[config.mk]
export PLATFORM = sky130hd
export DESIGN_NAME = piso_serializer
export DESIGN_NICKNAME = d
export VERILOG_FILES = /design/src/rtl/piso_serializer.sv
export SDC_FILE = /design/constraint.sdc
export NUM_CORES = 1
export LEC_CHECK = 0
export ABC_AREA = 1
export CORE_AREA = 2 2 39 41
export DETAILED_ROUTE_END_ITERATION = 16
export DIE_AREA = 0 0 41 43
export PLACE_DENSITY_LB_ADDON = 0.12
export SETUP_SLACK_MARGIN = 0.3
export SLEW_MARGIN = 10
export SYNTH_ARGS = -nofsm -noshare
export SYNTH_HDL_FRONTEND = slang
export SYNTH_SLANG_ARGS = --single-unit
[constraint.sdc]
create_clock -name clk -period 1.4 [get_ports clk]
set_clock_uncertainty 0.05 [all_clocks]
set_input_delay 0.28 -clock clk [delete_from_list [all_inputs] [get_ports clk]]
set_output_delay 0.28 -clock clk [all_outputs]
set_load 0.05 [all_outputs]
[src/rtl/piso_serializer.sv]
// piso_serializer: valid/ready loaded parallel-in/serial-out shifter, advanced by a bit-rate strobe.
module piso_serializer #(
  parameter int WIDTH     = 4,
  parameter bit MSB_FIRST = 1'b1
) (
  input  logic             clk,
  input  logic             rst,
  input  logic [WIDTH-1:0] par_in,
  input  logic             in_valid,
  output logic             in_ready,
  input  logic             shift_en,
  output logic             serial_out,
  output logic             serial_valid,
  output logic [WIDTH-1:0] shift_reg,
  output logic             done
);
  localparam int CW = $clog2(WIDTH);
  typedef enum logic {IDLE, SHIFT} state_t;
  state_t           state_q;
  logic [WIDTH-1:0] sr_q, sr_d;
  logic [CW-1:0]    cnt_q;
  logic             done_q;
  // Zero fill drains the shifter so serial_out idles low without extra gating.
  assign sr_d = MSB_FIRST ? {sr_q[WIDTH-2:0], 1'b0} : {1'b0, sr_q[WIDTH-1:1]};
  always_ff @(posedge clk or negedge rst) begin
    if (!rst) begin
      state_q <= IDLE;
      sr_q    <= '0;
      cnt_q   <= '0;
      done_q  <= 1'b0;
    end else begin
      done_q <= 1'b0;
      if (state_q == IDLE && in_valid) begin
        sr_q    <= par_in;
        cnt_q   <= '0;
        state_q <= SHIFT;
      end else if (state_q == SHIFT && shift_en) begin
        sr_q <= sr_d;
        if (cnt_q == CW'(WIDTH - 1)) begin
          done_q  <= 1'b1;
          state_q <= IDLE;
        end else begin
          cnt_q <= cnt_q + 1'b1;
        end
      end
    end
  end
  assign in_ready     = state_q == IDLE;
  assign serial_valid = state_q == SHIFT;
  assign serial_out   = MSB_FIRST ? sr_q[WIDTH-1] : sr_q[0];
  assign shift_reg    = sr_q;
  assign done         = done_q;
endmodule
== Word level (Yosys, flattened, before mapping) ==
Cells that the tools add are included.

* Bits in read-only memories: 0
* Memories: 0
* Output and inout bits: 8
* Logic and storage cells: 25
* Latch bits: 0
* Memory bits (writable): 0
* Flip-flop bits (word level): 8

* Equal/unequal tests: 2
* Shift-type cells: 0
* Mux-type cells: 11
* Order comparisons: 0
* Reductions and logical operators: 6
* Div/mod/pow operators: 0
* Bitwise gates (word level): 1
* $add $sub $neg: 1
* Multipliers: 0

{| class="wikitable"
|+ Operators with widths
! cell !! number
|-
| two-way mux 4 bit || 2
|-
| two-way mux 1 bit || 6
|-
| two-way mux 2 bit || 3
|-
| AND reduction 2 bit || 2
|-
| nonzero test 2 bit || 2
|-
| adder 2 x 1 -> 2 bit, second input constant || 1
|-
| equality test 2 bit, second input constant || 1
|-
| logical AND 1 bit || 2
|-
| != test 2 bit, second input constant || 1
|-
| NOT 1 bit || 1
|}

== Logic depth before layout (Yosys ltp) ==
* Depth after elaboration: 4
* Depth in mapped cells: 5
* Gate-level depth less buffers: 5

== Worst setup path after synthesis ==
No wires, ideal clock.

* Path kind: register to register
* From: register state_q (netlist: serial_valid)
* To: register sr_q[1] (netlist: shift_reg[1])
* Buffers on the path: 0
* Cell stages (with the launch flop): 6
* Period minus slack after synthesis: 1487 ps
* Library setup time: 118 ps
* Path slack: -87 ps
* Arrival: 1320 ps
* Cell sequence: dfrtp_1 inv_2 nand2_2 o21ai_1 nand2_1 nand2_1

* Word-level cells in the longest chain between the ends: 3

{| class="wikitable"
|+ Ends and longest elaborated chain
! what !! RTL line !! text
|-
| from (decl) || 19 || <nowiki>state_t state_q;</nowiki>
|-
| from (signal assigned) || 27 || <nowiki>state_q <= IDLE;</nowiki>
|-
| from (signal assigned) || 36 || <nowiki>state_q <= SHIFT;</nowiki>
|-
| from (signal assigned) || 41 || <nowiki>state_q <= IDLE;</nowiki>
|-
| NOT 1 bit (*) || -- ||
|-
| net in_ready || 10 || <nowiki>output logic in_ready,</nowiki>
|-
| logical AND 1 bit (*) || 33 || <nowiki>if (state_q == IDLE && in_valid) begin</nowiki>
|-
| two-way mux 4 bit or nonzero test 2 bit (tied branches) || -- ||
|-
| to (signal assigned) || 34 || <nowiki>sr_q <= par_in;</nowiki>
|-
| to (signal assigned) || 38 || <nowiki>sr_q <= sr_d;</nowiki>
|-
| to (decl) || 20 || <nowiki>logic [WIDTH-1:0] sr_q, sr_d;</nowiki>
|}

The timed path passes the listed nets; every way through them passes the cells marked *.
A chain may end at the register's enable or synchronous reset.

== Worst setup path in the final report ==
* From: register state_q (netlist: serial_valid)
* To: output port in_ready

* Word-level cells in the longest chain between the ends: 1

{| class="wikitable"
|+ Ends and longest elaborated chain
! what !! RTL line !! text
|-
| NOT 1 bit || 48 || <nowiki>assign in_ready = state_q == IDLE;</nowiki>
|-
| to (decl) || 10 ||
|}

Every way passes these cells.

==> metrics.txt <==
outcome finished clean; register area 205 sq um; fmax 776 MHz; clk buf depth 2; Initial Util 0.302; max FFs per register 4; initial antenna violation count 0; TritonCTS clock tree yes; n_diodes 0; register area share after synthesis 0.479; Routed WL 839 um; DR iter-0 viols 5; routability cong. 0.681; Yosys reg bits 8; sinks on the clock net 8; syn avg cell area 7.88 sq um; fillers 131; routed vias/inst 4.33; DRT Pass-1 Iters 4; area added between synthesis and finish 81.7%; total CTS buffers 3; LEAKAGE 0.380 nW; XOR/XNOR Fraction of Synth Area 0; Synth warnings 0; Placed Instances 84; Post-layout nets 87; fin cells 92; Startpoint Class flip-flop; Worst slew margin 0.757; Final HPWL DP 630 um; EDFF count, synth 0; ratio of final minimum period to clock period 0.920; layout cell share with drive strength beyond 1 0.355; port bufs 15; Cell Area, Synth 418 sq um; sw power 677 uW; Post-Synth Adder-Cell Area 0.0299; Worst VDD drop 1010 uV; min Tclk post-route 1290 ps; mux contribution to synthesized area 0; Sw Ratio 0.433; first-pass GRT wire length 1440 um; CTS clk-pin slew, worst paths 50 ps; Pins Over Slew Limit 0; power per cell area 2060 mW/mm^2; synthesized net count 62; Simple-Gate Fraction of Synth Area 0.323; crit path DAT 960 ps; Multi-input gate area 188 sq um; Final setup viols 0; Synth area leaders dfrtp_1 (48%), nand2_1 (16%), inv_1 (8.1%); Die H 43 um; synth unique cells 15; Final TNS setup 0 ps; complex-gate fraction of the synthesized area 0.0509; vias in the first global route 365; combinational share of power 0.619; die area 0.00176 sq mm; Clock Latency Late Sink 250 ps; worst min path class in2async; # IOs 16; Mapped Cells 53; Final Hold Viols 0; top_reg_cell synth dfrtp_1; Crit path required time 1070 ps; gr ovfl total 0; sequential share of power 0.269; chip width 41 um; Worst-Margin Slew 364 ps; CP Capture Type output port; critical path class reg2out; DRC violation count after routing 0; hold slack 257 ps; max cap viols 0; Synth top area share 0.479; Routed Antenna Nets 0; CP Max Fanout 3; Std-Cell Core Area 0.00138 sq mm; largest family of logic cells by synthesized area simple AND/OR/NAND/NOR gates; Final Util 0.549; CTS H-Tree Depth 1; most common cell in the netlist nand2_1; RSZ-0062 raised after global routing yes; Commonest cells post-synth nand2_1 (18), inv_1 (9), dfrtp_1 (8); root buffer cell clkbuf_4; wire per inst 9.12 um; DR vias 398; row cnt 14; cell taking the most area after synthesis dfrtp_1; GRT Overall Usage 0.125; pin count of the biggest net entering global routing 9; Async SR Flop Fraction 1.00; Clk pwr share 0.112; total internal power 887 uW
==> stage by stage <==
step           area (sq um)  power (mW)  worst slack (ps)
3_5_place_dp            691        1.33              86.4
5_1_grt                 759        1.67              80.5
6_report                759        1.56               112
3_3_place_gp            691        1.32              75.4
4_1_cts                 752        1.58              97.3
2_1_floorplan           440       0.916               291
==> cells in the final DEF, fill, tap and decap left out, types with 2 or more instances in the layout <==
cell type,netlist,final
nand2_1,18,18
inv_2,2,2
inv_1,9,8
nor2_4,1,2
buf_4,1,6
clkdlybuf4s50_1,0,7
dfrtp_1,8,6
o21ai_1,3,3
buf_12,0,8
nand3_1,3,3
clkbuf_4,0,3
==> metal layers <==
layer,GRT usage,vias to the layer above,routed length (um),part of all wire
met5,0,-,0,0
met4,0.0800,0,6,0.0072
met3,0.0524,2,57,0.068
met2,0.169,12,409,0.49
met1,0.156,176,366,0.44
li1,-,208,-,-
==> area by class of cell <==
cell class,instances,area share
well taps,16,0.0264
multi-input cells,33,0.247
clock buffers,3,0.0297
flip-flops and latches,8,0.270
inverters,11,0.0643
repair buffers,21,0.362
==> kinds of logic (layout without fill, tap and decap cells) <==
| logic type | Yosys count | in the layout |
|---|---|---|
| buf+inv | 12 | 35 |
| compound gates | 4 | 4 |
| simple gates | 28 | 28 |
| flops | 8 | 8 |
| fa+ha+maj | 1 | 1 |
==> power groups by stage <==
stage,Sequential (mW),Clock [mW],Combinational [mW]
final,0.420,0.176,0.968
after floorplan,0.586,0,0.330
after global placement,0.446,0,0.872
after global routing,0.428,0.203,1.04
after detailed placement,0.447,0,0.882
after CTS,0.424,0.189,0.965
==> final timing paths <==
path	start	endpoint	slack (ps)	depth (start not counted)
min in group clk	cnt_q[1]$_DFFE_PN0P_	cnt_q[1]$_DFFE_PN0P_	460	2
worst min register to register	cnt_q[1]$_DFFE_PN0P_	cnt_q[1]$_DFFE_PN0P_	460	2
worst max-delay path	serial_valid$_DFFE_PN0P_	in_ready	110	2
worst max register to register	serial_valid$_DFFE_PN0P_	shift_reg[3]$_DFFE_PN0P_	210	6
max in group asynchronous	rst	serial_valid$_DFFE_PN0P_	750	1
worst min-delay path	rst	shift_reg[3]$_DFFE_PN0P_	260	1
==> timing repair <==
| item | in CTS | in global routing |
|---|---|---|
| hold buffers | 0 | 0 |
| buffers inserted | 4 | 1 |
| pin swaps | 1 | 0 |
| resized for setup | 2 | 0 |
| setup endpoints to repair | 14 | 14 |
==> worst max-delay path, stage by stage (launching register included) <==
cell,delay (ps)
dfrtp_4,520
inv_8,70
buf_12,120
Power figures use the tool's default switching activity.
